<file path="config.mk">
export PLATFORM = sky130hd
export DESIGN_NAME = arc4_encrypt
export DESIGN_NICKNAME = d
export VERILOG_FILES = /design/src/rtl/arc4_encrypt.sv
export SDC_FILE = /design/constraint.sdc
export NUM_CORES = 1
export LEC_CHECK = 0
export CORE_MARGIN = 10
export CORE_UTILIZATION = 61
export DETAILED_ROUTE_END_ITERATION = 8
export PLACE_DENSITY = 0.86
export REMOVE_ABC_BUFFERS = 1
export SLEW_MARGIN = 10
export SYNTH_ARGS = -nofsm -noshare
export SYNTH_HDL_FRONTEND = slang
export SYNTH_SLANG_ARGS = --single-unit
</file>
<file path="constraint.sdc">
create_clock -name clk -period 6.1 [get_ports clk]
set_input_delay 0.61 -clock clk [delete_from_list [all_inputs] [get_ports clk]]
set_output_delay 0.61 -clock clk [all_outputs]
set_load 0.005 [all_outputs]
</file>
<file path="src/rtl/arc4_encrypt.sv">
// ARC4 encryptor: length-prefixed PT memory -> CT memory under a 24-bit key, external S memory.
// Latency: rdy is low for exactly 1796 + 9*L cycles after the edge that accepts en (L = pt[0]).
module arc4_encrypt #(
    parameter int KEY_BYTES = 3,
    parameter int MSG_MAX   = 255
) (
    input  logic                   clk,
    input  logic                   rst_n,
    input  logic                   en,
    output logic                   rdy,
    input  logic [8*KEY_BYTES-1:0] key,
    output logic [7:0]             s_addr,
    input  logic [7:0]             s_rddata,
    output logic [7:0]             s_wrdata,
    output logic                   s_wren,
    output logic [7:0]             pt_addr,
    input  logic [7:0]             pt_rddata,
    output logic [7:0]             ct_addr,
    output logic [7:0]             ct_wrdata,
    output logic                   ct_wren
);
    localparam int CW = $clog2(MSG_MAX + 1);
    localparam int KW = (KEY_BYTES > 1) ? $clog2(KEY_BYTES) : 1;
    localparam logic [KW-1:0] KLAST = KW'(KEY_BYTES - 1);

    typedef enum logic [4:0] {
        IDLE, INIT,
        KSA_RDI, KSA_W1, KSA_RDJ, KSA_W2, KSA_WR1, KSA_WR2,
        LEN_RD, LEN_W, LEN_GET,
        P_RDI, P_W1, P_RDJ, P_W2, P_WR1, P_WR2, P_RDP, P_W3, P_XOR,
        DONE
    } state_t;

    state_t                 state_q;
    logic                   rdy_q;
    logic [8*KEY_BYTES-1:0] key_q;
    logic [7:0]             i_q, j_q, si_q, sj_q;
    logic [CW-1:0]          k_q, len_q;
    logic [KW-1:0]          kidx_q;
    logic [7:0]             s_addr_q, s_wrdata_q, pt_addr_q, ct_addr_q, ct_wrdata_q;
    logic                   s_wren_q, ct_wren_q;

    logic [7:0] kbyte, i_inc, ksa_j, prga_j, pad_addr;

    always_comb begin
        kbyte = '0;
        for (int b = 0; b < KEY_BYTES; b++) begin
            if (kidx_q == KW'(b)) kbyte = key_q[8*(KEY_BYTES-1-b) +: 8];
        end
        i_inc    = i_q + 8'd1;
        ksa_j    = j_q + s_rddata + kbyte;
        prga_j   = j_q + s_rddata;
        pad_addr = si_q + sj_q;
    end

    // Every S/PT read is issued two edges before its data is consumed (registered address + sync RAM).
    always_ff @(posedge clk or negedge rst_n) begin
        if (!rst_n) begin
            state_q     <= IDLE;
            rdy_q       <= 1'b1;
            key_q       <= '0;
            i_q         <= '0;
            j_q         <= '0;
            k_q         <= '0;
            len_q       <= '0;
            si_q        <= '0;
            sj_q        <= '0;
            kidx_q      <= '0;
            s_addr_q    <= '0;
            s_wrdata_q  <= '0;
            s_wren_q    <= 1'b0;
            pt_addr_q   <= '0;
            ct_addr_q   <= '0;
            ct_wrdata_q <= '0;
            ct_wren_q   <= 1'b0;
        end else begin
            case (state_q)
                IDLE: begin
                    if (en) begin
                        key_q      <= key;
                        rdy_q      <= 1'b0;
                        s_addr_q   <= 8'd0;
                        s_wrdata_q <= 8'd0;
                        s_wren_q   <= 1'b1;
                        i_q        <= 8'd1;
                        state_q    <= INIT;
                    end
                end
                INIT: begin
                    if (i_q != 8'd0) begin
                        s_addr_q   <= i_q;
                        s_wrdata_q <= i_q;
                        i_q        <= i_inc;
                    end else begin
                        s_wren_q <= 1'b0;
                        j_q      <= 8'd0;
                        kidx_q   <= '0;
                        state_q  <= KSA_RDI;
                    end
                end
                KSA_RDI: begin
                    s_wren_q <= 1'b0;
                    s_addr_q <= i_q;
                    state_q  <= KSA_W1;
                end
                KSA_W1: state_q <= KSA_RDJ;
                KSA_RDJ: begin
                    si_q     <= s_rddata;
                    j_q      <= ksa_j;
                    s_addr_q <= ksa_j;
                    state_q  <= KSA_W2;
                end
                KSA_W2: state_q <= KSA_WR1;
                KSA_WR1: begin
                    sj_q       <= s_rddata;
                    s_addr_q   <= j_q;
                    s_wrdata_q <= si_q;
                    s_wren_q   <= 1'b1;
                    state_q    <= KSA_WR2;
                end
                KSA_WR2: begin
                    s_addr_q   <= i_q;
                    s_wrdata_q <= sj_q;
                    i_q        <= i_inc;
                    kidx_q     <= (kidx_q == KLAST) ? '0 : kidx_q + 1'b1;
                    state_q    <= (i_q == 8'hFF) ? LEN_RD : KSA_RDI;
                end
                LEN_RD: begin
                    s_wren_q  <= 1'b0;
                    pt_addr_q <= 8'd0;
                    state_q   <= LEN_W;
                end
                LEN_W: state_q <= LEN_GET;
                LEN_GET: begin
                    len_q       <= pt_rddata;
                    ct_addr_q   <= 8'd0;
                    ct_wrdata_q <= pt_rddata;
                    ct_wren_q   <= 1'b1;
                    i_q         <= 8'd0;
                    j_q         <= 8'd0;
                    k_q         <= CW'(1);
                    state_q     <= (pt_rddata == 8'd0) ? DONE : P_RDI;
                end
                P_RDI: begin
                    ct_wren_q <= 1'b0;
                    i_q       <= i_inc;
                    s_addr_q  <= i_inc;
                    state_q   <= P_W1;
                end
                P_W1: state_q <= P_RDJ;
                P_RDJ: begin
                    si_q     <= s_rddata;
                    j_q      <= prga_j;
                    s_addr_q <= prga_j;
                    state_q  <= P_W2;
                end
                P_W2: state_q <= P_WR1;
                P_WR1: begin
                    sj_q       <= s_rddata;
                    s_addr_q   <= j_q;
                    s_wrdata_q <= si_q;
                    s_wren_q   <= 1'b1;
                    state_q    <= P_WR2;
                end
                P_WR2: begin
                    s_addr_q   <= i_q;
                    s_wrdata_q <= sj_q;
                    state_q    <= P_RDP;
                end
                P_RDP: begin
                    s_wren_q  <= 1'b0;
                    s_addr_q  <= pad_addr;
                    pt_addr_q <= k_q;
                    state_q   <= P_W3;
                end
                P_W3: state_q <= P_XOR;
                P_XOR: begin
                    ct_addr_q   <= k_q;
                    ct_wrdata_q <= pt_rddata ^ s_rddata;
                    ct_wren_q   <= 1'b1;
                    // Compare before incrementing so L=255 exits without k wrapping.
                    if (k_q == len_q) begin
                        state_q <= DONE;
                    end else begin
                        k_q     <= k_q + CW'(1);
                        state_q <= P_RDI;
                    end
                end
                DONE: begin
                    ct_wren_q <= 1'b0;
                    rdy_q     <= 1'b1;
                    state_q   <= IDLE;
                end
                default: state_q <= IDLE;
            endcase
        end
    end

    assign rdy       = rdy_q;
    assign s_addr    = s_addr_q;
    assign s_wrdata  = s_wrdata_q;
    assign s_wren    = s_wren_q;
    assign pt_addr   = pt_addr_q;
    assign ct_addr   = ct_addr_q;
    assign ct_wrdata = ct_wrdata_q;
    assign ct_wren   = ct_wren_q;
endmodule
</file>
==> summary.txt, run 1 <==
Outcome
  – Status: completed

Worst hold path
  – Hold Crit Class: in2async

Route
  – DRT Pass-1 Iters: 6
  – Routed vias/inst: 6.72
  – Vias: 6259
  – Avg WL per Cell: 22.6 um
  – DRT iter0 DRCs: 859
  – DRC viols: 0
  – Antenna Nets Post-Route: 0
  – Drt total wl: 21.1 mm

Setup path
  – Crit start category: input port
  – Arrival time at the worst endpoint: 4100 ps
  – Crit-path max FO: 5
  – Worst Setup Path Type: in2reg
  – Worst Setup End Kind: register
  – Req. time, crit path: 6400 ps

STA
  – Slew Limit Fails: 0
  – Setup TNS: 0 ps
  – Hold Fails Final Rpt: 0
  – Rel. slew slack: 25.0%
  – Final Critical Period: 3800 ps
  – Period utilisation layout: 62.3%
  – Setup violators final: 0
  – Upper clock frequency limit: 263 MHz
  – RSZ-0062 raised after global routing: no
  – Worst-margin pin slew: 1120 ps
  – Fin Clk Skew: 10.6 ps

Power and ir drop
  – LEAKAGE: 0.00373 uW
  – NetSw: 1720 uW
  – Clk pwr share: 25.1%
  – Internal power: 2510 uW
  – PwrDens: 502 mW/mm^2
  – Switching share of power: 40.7%
  – Comb power frac: 44.2%
  – Seq pwr share: 30.7%
  – Maximum vdd drop: 0.416 mV

Die
  – Starting density of the core: 63.1%
  – Die X: 127 um
  – Core Region: 0.0110 sq mm
  – FP Rows: 38
  – # IOs: 86
  – Die footprint: 0.0160 sq mm
  – Die Y: 127 um

Clocking
  – CTS Sinks: 122
  – Inserted Clock Buffers: 17
  – Skew-Pair Late Insertion Delay: 440 ps
  – Post-CTS Hold Fix Bufs: 0
  – CTS tree: built
  – Setup repair bufs after CTS: 0
  – CTS clk-pin slew, worst paths: 60 ps
  – CTS resizes: 0
  – H-Tree Level Count: 4
  – Clock Root Buffer: clkbuf_16
  – Maximum buffer depth of the clock tree: 2

Place
  – Port-buffer cells: 85
  – Post-DP HPWL: 14.5 mm
  – GPL Wtd Cong: 0.975

Flow run
  – Max Cap Violations: 0

Final layout
  – Final core occ: 76.7%
  – Area of the multi-input gates: 0.00363 sq mm
  – ANT cells: 0
  – Number of filler cells placed in the layout: 703
  – P&R area growth vs syn: 21.6%
  – Register Area: 0.00305 sq mm
  – Layout cells sized above 1: 11.3%
  – Nets@finish: 848

GRT
  – Total GRT Usage: 26.1%
  – Initial antenna violation count: 0
  – First-pass GRT wire length: 33.7 mm
  – Largest net degree at the start of global routing: 81
  – Total gr overflow: 0
  – Vias in the first global route: 6430

Synth
  – Post-synthesis cell area: 0.00693 sq mm
  – Most numerous cell in the Yosys netlist: dfrtp_1
  – Yosys Warn Count: 0
  – Synth top area cells: dfrtp_1 (44%), mux2_2 (6.3%), o21ai_0 (4.8%)
  – Synthesized area per cell: 9.80 sq um
  – Cell count after synthesis: 707
  – Synth async-reset ratio: 100%
  – Post-synth top flop: dfrtp_1
  – Area leader, netlist: dfrtp_1
  – Sequential share of the synthesized area: 44.1%
  – Post-synth EDFFs: 0
  – Number of synthesized register bits: 122
  – Share of the synthesized area in the top cell type: 43.7%
  – Most frequent cells after synthesis: dfrtp_1 (121), nand2_1 (83), o21ai_0 (66)
  – Yosys cell types: 75
## state kept, by name, summed over array words and instances (netlist names)
name       count
i_q            8
s_wren         1
state_q        5
ct_wren        1
rdy            1
sj_q           8
ct_wrdata      8
s_wrdata       8
si_q           8
key_q         24
len_q          8
pt_addr        8
j_q            8
kidx_q         2
s_addr         8
ct_addr        8
k_q            8
## cell families (layout without fill, tap and decap cells)
logic type	after synthesis	in the layout	synth area share (%)
fa+ha+maj	27	27	5.20
buf+inv	57	141	3.50
flops	122	122	44.1
xor+xnor	32	32	4.04
mux	48	48	7.64
simple gates	208	208	14.8
compound gates	213	213	20.8
## power by group through the flow
stage / sequential [uW] / clock, uW / combinational, uW
6_report: 1300 / 1060 / 1870
5_1_grt: 1320 / 1100 / 2030
4_1_cts: 1280 / 1060 / 1830
3_5_place_dp: 1290 / 0 / 1800
3_3_place_gp: 1270 / 0 / 1680
2_1_floorplan: 1210 / 0 / 1320
## path summary, 6_finish.rpt
kind                             end  slack [ps]  cells after the start        start
min reg2reg                s_addr[1]         480                      1    s_addr[1]
max reg2reg                   j_q[7]        2610                     13       j_q[0]
max in group asynchronous  s_addr[4]        4540                      2        rst_n
min                           k_q[2]         170                      1        rst_n
max                           j_q[7]        2300                     14  s_rddata[0]
min in group clk           s_addr[1]         480                      1    s_addr[1]
## cell usage in the layout (no fill, tap or decap), types with 20 or more instances in the layout
cell,Yosys,routed
nand3_1,23,23
a21oi_1,37,37
ha_1,24,24
mux2_2,39,39
clkdlybuf4s50_1,0,84
o21ai_0,66,66
dfrtp_1,121,121
nor2_1,39,39
xor2_1,24,24
nand2_1,83,83
inv_1,20,20
## cell type report
cell class              instances  share of cell area [%]
repair buffers                 88                    10.3
well taps                     140                    2.08
multi-input cells             528                    43.1
clock inverters                15                    2.26
clock buffers                  17                    5.05
inverters                      21                   0.935
flip-flops and latches        122                    36.2
## metrics by stage
| stage | total power, uW | setup slack, ps | cells | hold slack [ps] | cell area (sq um) |
|---|---|---|---|---|---|
| after floorplan | 2520 | 2830 | 671 | 314 | 6770 |
| after global placement | 2950 | 2160 | 899 | 462 | 7810 |
| after detailed placement | 3090 | 1960 | 899 | 470 | 7810 |
| after CTS | 4170 | 2370 | 931 | 190 | 8430 |
| after global routing | 4450 | 2120 | 931 | 205 | 8430 |
| final | 4230 | 2300 | 931 | 169 | 8430 |
## critical path: stages
cell             delay (ps)
clkdlybuf4s50_1         500
ha_1                    280
fa_1                    430
a21o_1                  190
a21oi_1                 230
o21ai_0                 160
xor2_1                  190
ha_1                    360
nand2_1                  80
o21ai_0                 180
nand2_1                 120
and4b_1                 230
a2111oi_2               390
a31oi_1                 160
## per-layer routing
layer | vias up | wire length, um | share of wire, % | global-route usage [%]
met2 | 390 | 10400 | 50 | 43.7
met4 | 0 | 967 | 4.6 | 12.9
met1 | 3049 | 7900 | 37 | 30.0
li1 | 2736 | - | - | -
met5 | - | 0 | 0 | 0
met3 | 84 | 1780 | 8.4 | 7.29
(Power assumes the default switching activity.)
==> inputs of run 2 (changes only) <==
Settings changed: CORE_UTILIZATION 61 to 51, PLACE_DENSITY 0.86 to 0.77.
Clock period 6.1 ns to 3.49 ns, I/O delays scaled along.
==> run 2 against run 1 <==
- global-route usage decreased by 4.4 points
- via count is 2.0% lower
- count of clock-buffer cells in the layout rose by 1
==> summary.txt, run 2 (synthesis gave the netlist of run 1 again) <==
Outcome
  – Status: completed

Route
  – Drt total wl: 19.9 mm (-5.8%)
  – Antenna Nets Post-Route: 0 (unchanged)
  – Vias: 6135 (-2.0%)
  – DRT Pass-1 Iters: 7 (+1)
  – Routed vias/inst: 6.18 (-8.1%)
  – DRC viols: 0 (unchanged)
  – DRT iter0 DRCs: 688 (-20%)
  – Avg WL per Cell: 20.0 um (-12%)

GRT
  – Total GRT Usage: 21.6% (-4.4 points)
  – Largest net degree at the start of global routing: 54 (-33%)
  – Initial antenna violation count: 0 (unchanged)
  – First-pass GRT wire length: 32.1 mm (-4.8%)
  – Vias in the first global route: 6035 (-6.1%)
  – Total gr overflow: 0 (unchanged)

Setup path
  – Crit-path max FO: 4 (-1)
  – Worst Setup Path Type: reg2reg
  – Req. time, crit path: 3780 ps (-2620 ps)
  – Worst Setup End Kind: register
  – Buffers and inverters on the worst path: 0 (-1)
  – Peak per-stage delay on the critical path: 410 ps (-90 ps)
  – Crit start category: register
  – Crit path max-delay family: compound AO/OA/AOI/OAI gates
  – Crit-path cells: ha_1 > fa_1 > a21o_1 > a21oi_2 > o21ai_0 > xor2_1 > ha_1 > nand2_1 > o21ai_0 > nand2_1 > and4b_1 > a2111oi_4 > a31oi_1
  – Slowest-stage cell, CP: dfrtp_1
  – Arrival time at the worst endpoint: 3500 ps (-600 ps)

Final layout
  – Nets@finish: 874 (+3.1%)
  – ANT cells: 0 (unchanged)
  – P&R area growth vs syn: 25.1%
  – Layout cells sized above 1: 14.1% (+2.8 points)
  – Most frequent cells in the layout: dfrtp_1 (121), clkdlybuf4s50_1 (84), nand2_1 (83)
  – Top reg by flops: key_q
  – Number of filler cells placed in the layout: 1039 (+48%)
  – Max reg flops: 24 (unchanged)
  – Most common cell after layout, fill and taps aside: dfrtp_1

STA
  – Setup TNS: 0 ps (unchanged)
  – Hold Fails Final Rpt: 0 (unchanged)
  – RSZ-0062 raised after global routing: no
  – Upper clock frequency limit: 312 MHz
  – Slew Limit Fails: 0 (unchanged)
  – Rel. slew slack: 36.5% (+11 points)
  – Setup violators final: 0 (unchanged)
  – Worst-margin pin slew: 946 ps (-177 ps)
  – Final Critical Period: 3200 ps
  – Period utilisation layout: 91.8%
  – Fin Clk Skew: 7.47 ps (-3.14 ps)

Clocking
  – Maximum buffer depth of the clock tree: 2 (unchanged)
  – Clock Root Buffer: clkbuf_16
  – H-Tree Level Count: 4 (unchanged)
  – CTS clk-pin slew, worst paths: 60 ps (about the same)
  – CTS Sinks: 122 (unchanged)
  – CTS tree: built
  – Skew-Pair Late Insertion Delay: 420 ps (-20 ps)
  – Inserted Clock Buffers: 17 (unchanged)
  – Setup repair bufs after CTS: 0 (unchanged)

Power and ir drop
  – Maximum vdd drop: 0.555 mV (+33%)
  – Seq pwr share: 29.9% (-0.8 points)
  – Internal power: 4450 uW (+77%)
  – PwrDens: 850 mW/mm^2 (+69%)
  – Switching share of power: 39.7% (-1.1 points)
  – NetSw: 2930 uW (+70%)
  – Comb power frac: 46.0% (+1.8 points)
  – Clk pwr share: 24.1% (-1.0 points)
  – LEAKAGE: 0.00386 uW (+3.5%)
  – Total power: 7370 uW (+74%)

Die
  – FP Rows: 42 (+11%)
  – Starting density of the core: 52.1% (-11 points)
  – # IOs: 86 (unchanged)
  – Die X: 137 um (+7.9%)
  – Die Y: 137 um (+7.9%)
  – Core Region: 0.0133 sq mm (+21%)
  – Die footprint: 0.0186 sq mm (+16%)

Flow run
  – Max Cap Violations: 0 (unchanged)

Place
  – Port-buffer cells: 85 (unchanged)
  – Post-DP HPWL: 15.0 mm (+2.9%)
  – GPL Wtd Cong: 0.981 (+0.70%)

Worst hold path
  – Hold Crit Class: reg2reg
-- run 2: cell count changes in the layout (fill, tap and decap cells not counted), sizes merged --
cell,change
buf,+25
bufinv,-1
inv,+2
clkinvlp,-1
clkbuf,+1
clkinv,-1
dlygate4sd3,+1
-- run 2: final timing paths --
kind / startpoint / to / slack [ps] / depth (start not counted)
max: j_q[0] / j_q[7] / 290 / 13
min: s_addr[1] / s_addr[1] / 480 / 1
max reg2reg: j_q[0] / j_q[7] / 290 / 13
min reg2reg: s_addr[1] / s_addr[1] / 480 / 1
max in group asynchronous: rst_n / rdy / 2030 / 3
min in group asynchronous: rst_n / ct_addr[7] / 500 / 2
-- run 2: metal layers --
layer / share of wire [%] / routed length (um) / track usage, % / vias up
met5: 0 / 0 / 0 / -
met4: 2.9 / 582 / 8.58 / 0
met3: 7.3 / 1450 / 5.06 / 47
met2: 49 / 9750 / 35.6 / 277
met1: 41 / 8070 / 26.9 / 3014
li1: - / - / - / 2797
-- run 2: stage by stage --
stage / setup WS (ps) / hold slack, ps / cell area, sq um / instances / utilization, %
floorplan: 460 / 53.4 / 6770 / 671 / -
global placement: -111 / 415 / 8040 / 960 / 60.5
detailed placement: -216 / 425 / 8040 / 960 / 60.5
CTS: 201 / 483 / 8650 / 993 / 65.1
global route: 72.4 / 505 / 8670 / 993 / 65.2
finish: 285 / 481 / 8670 / 993 / 65.2
-- run 2: worst register-to-register path, stage by stage (launching register included) --
cell and delay, ps:
dfrtp_1 410, ha_1 230, fa_1 410, a21o_1 190, a21oi_2 160, o21ai_0 120
xor2_1 180, ha_1 340, nand2_1 60, o21ai_0 140, nand2_1 120, and4b_1 260
a2111oi_4 350, a31oi_1 130
-- run 2: power by group through the flow --
stage                     registers [uW]  logic, uW  clock network, uW
final                               2210       3390               1780
after global routing                2250       3740               1860
after CTS                           2200       3350               1800
after global placement              2190       3240                  0
after detailed placement            2220       3310                  0
after floorplan                     2110       2300                  0
-- run 2: repair_timing --
action / CTS / global route
resized for setup: 0 / 2
setup endpoints to repair: 0 / 2
hold endpoints to repair: 51 / 0
hold buffers: 1 / 0
-- run 2: layout make-up --
class | instances | area (sq um) | area share [%]
Tap cell | 176 | 220 | 2.54
Clock buffer | 18 | 439 | 5.07
Timing Repair Buffer | 114 | 1070 | 12.3
Inverter | 21 | 78.8 | 0.909
Multi-Input combinational cell | 528 | 3650 | 42.1
Sequential cell | 122 | 3050 | 35.2
Clock inverter | 14 | 159 | 1.83
==> inputs of run 3 (changes only) <==
Settings changed: CORE_UTILIZATION 51 to 45, PLACE_DENSITY 0.77 to 0.69.
==> run 3 against run 2 <==
- via count shrank 1.5%
- critical path type unchanged
- design area is 0.55% higher
- sequential power is 2% lower
- clock power increased by 4%
- hold slack worse by 480 ps
- global-route usage down 1.9 points
- largest cell class unchanged
- maximum frequency rose by 0.83%
- sequential share of layout area is 0.19 points lower
- cell count up 1.3%
- clock skew rose by 1.9 ps
==> summary.txt, run 3 (synthesis gave the netlist of run 1 again) <==
STA
  – Hold Fails Final Rpt: 0 (unchanged)
  – Slew Limit Fails: 0 (unchanged)
  – Final Critical Period: 3180 ps (-26.3 ps)
  – Period utilisation layout: 91.1% (-0.75 points)
  – Rel. slew slack: 35.1% (-1.4 points)
  – RSZ-0062 raised after global routing: no
  – Hold_ws: 0.869 ps (-481 ps)
  – Fin Clk Skew: 9.35 ps (+1.88 ps)
  – Upper clock frequency limit: 315 MHz (+0.83%)
  – Worst-margin pin slew: 971 ps (+24.3 ps)
  – Setup violators final: 0 (unchanged)

Route
  – Antenna Nets Post-Route: 0 (unchanged)
  – Routed vias/inst: 6.00 (-2.8%)
  – Avg WL per Cell: 20.0 um (+0.12%)
  – DRC viols: 0 (unchanged)
  – DRT iter0 DRCs: 588 (-15%)
  – Vias: 6040 (-1.5%)
  – Drt total wl: 20.1 mm (+1.4%)
  – DRT Pass-1 Iters: 7 (unchanged)

Final layout
  – ANT cells: 0 (unchanged)
  – Nets@finish: 875 (+0.11%)
  – Fin area: 0.00872 sq mm (+0.55%)
  – Number of filler cells placed in the layout: 1286 (+24%)
  – Post-route insts no fill: 1006 (+1.3%)
  – Layout cells sized above 1: 14.3% (+0.23 points)
  – P&R area growth vs syn: 25.8%
  – Top reg by flops: key_q
  – Most common cell after layout, fill and taps aside: dfrtp_1
  – Max reg flops: 24 (unchanged)
  – Most frequent cells in the layout: dfrtp_1 (121), nand2_1 (83), clkdlybuf4s50_1 (83)

Die
  – Die X: 144 um (+5.5%)
  – Die footprint: 0.0208 sq mm (+11%)
  – # IOs: 86 (unchanged)
  – Die Y: 144 um (+5.5%)
  – Core Region: 0.0151 sq mm (+14%)
  – Starting density of the core: 45.7% (-6.4 points)
  – FP Rows: 45 (+7.1%)

Setup path
  – Reg-to-reg slack, setup: 310 ps (+30 ps)
  – Crit start category: register
  – Worst Reg-to-Reg Cells: 13 (unchanged)
  – Reg-to-reg critical path endpoint: j_q[7]
  – Req. time, crit path: 3780 ps (about the same)
  – Slowest-stage cell, CP: fa_1
  – Worst r2r src: j_q[0]
  – Worst Setup Path Type: reg2reg
  – Crit-path cells: ha_2 > fa_1 > a21o_1 > a21oi_1 > o21ai_0 > xor2_1 > ha_1 > nand2_1 > o21ai_0 > nand2_1 > and4b_1 > a2111oi_4 > a31oi_1
  – Crit-path max FO: 3 (-1)
  – Peak per-stage delay on the critical path: 410 ps (about the same)
  – Arrival time at the worst endpoint: 3470 ps (-30 ps)
  – Worst Setup End Kind: register

GRT
  – Total gr overflow: 0 (unchanged)
  – First-pass GRT wire length: 32.2 mm (+0.34%)
  – Total GRT Usage: 19.8% (-1.9 points)
  – Largest net degree at the start of global routing: 61 (+13%)
  – Initial antenna violation count: 0 (unchanged)
  – Vias in the first global route: 5975 (-0.99%)

Power and ir drop
  – PwrDens: 859 mW/mm^2 (+1.0%)
  – Maximum vdd drop: 0.396 mV (-29%)
  – LEAKAGE: 0.00388 uW (+0.55%)

Worst hold path
  – Hold Crit Class: in2async

Clocking
  – Skew-Pair Late Insertion Delay: 430 ps (about the same)
  – Clock Root Buffer: clkbuf_16
  – H-Tree Level Count: 4 (unchanged)
  – CTS Sinks: 122 (unchanged)
  – CTS tree: built
  – Maximum buffer depth of the clock tree: 2 (unchanged)
  – CTS clk-pin slew, worst paths: 60 ps (about the same)
  – Inserted Clock Buffers: 17 (unchanged)
  – Post-CTS Hold Fix Bufs: 0 (-1)

Place
  – Port-buffer cells: 85 (unchanged)
  – GPL Wtd Cong: 0.931 (-5.1%)
  – Post-DP HPWL: 14.8 mm (-0.79%)
  – Inst Count DP: 974 (+1.5%)
  – Dpl cell area: 0.00807 sq mm (+0.37%)

Outcome
  – Status: completed

Flow run
  – Max Cap Violations: 0 (unchanged)
## run 3: cell count changes in the layout (fill, tap and decap cells not counted), sizes merged
cell           delta
inv               -3
dlygate4sd3       -1
clkdlybuf4s50     -1
clkbuf            +2
buf               +2
dlymetal6s2s      +1
bufinv            +1
## run 3: metrics by stage
stage / setup WS (ps) / utilization (%) / setup TNS, ps / power [uW]
4_1_cts: 154 / 57.4 / 0 / 7470
3_5_place_dp: -257 / 53.3 / -514 / 5590
2_1_floorplan: 460 / - / 0 / 4410
6_report: 312 / 57.5 / 0 / 7490
5_1_grt: 51.1 / 57.5 / 0 / 7990
3_3_place_gp: -172 / 53.3 / -327 / 5500
## run 3: routing by layer
layer / up-vias / track usage, % / wire (um)
met4: 0 / 7.42 / 548
met1: 2969 / 24.4 / 8420
li1: 2801 / - / -
met5: - / 0 / 0
met2: 224 / 32.8 / 10000
met3: 46 / 4.79 / 1170
## run 3: worst max path at each step
stage | from | endpoint | slack, ps
floorplan | j_q[0] | j_q[7] | 460
global placement | s_rddata[0] | j_q[7] | -170
finish | j_q[0] | j_q[7] | 310
CTS | s_rddata[0] | s_addr[7] | 150
global route | j_q[0] | j_q[7] | 50
detailed placement | s_rddata[0] | s_addr[7] | -260
## run 3: worst max-delay path: cells and delay by family, from the launching register on
kind | cells | cell delay (ps)
simple gates | 3 | 400
flops | 1 | 400
compound gates | 6 | 1140
fa+ha+maj | 3 | 950
xor+xnor | 1 | 180
## run 3: power by group
| group | switching [uW] | internal [uW] |
|---|---|---|
| clock network | 680 | 1170 |
| registers | 361 | 1800 |
| logic | 1890 | 1590 |
## run 3: cell type report
class | instances | area (sq um) | area share, %
inverters | 21 | 78.8 | 0.904
multi-input cells | 528 | 3650 | 41.9
well taps | 188 | 235 | 2.70
repair buffers | 115 | 1080 | 12.3
clock inverters | 12 | 163 | 1.87
clock buffers | 20 | 457 | 5.24
flip-flops and latches | 122 | 3050 | 35.0
## run 3: timing repair
action,in CTS,in global routing
endpoints found under the setup margin,0,2
resized for setup,0,4
setup buffers,0,0
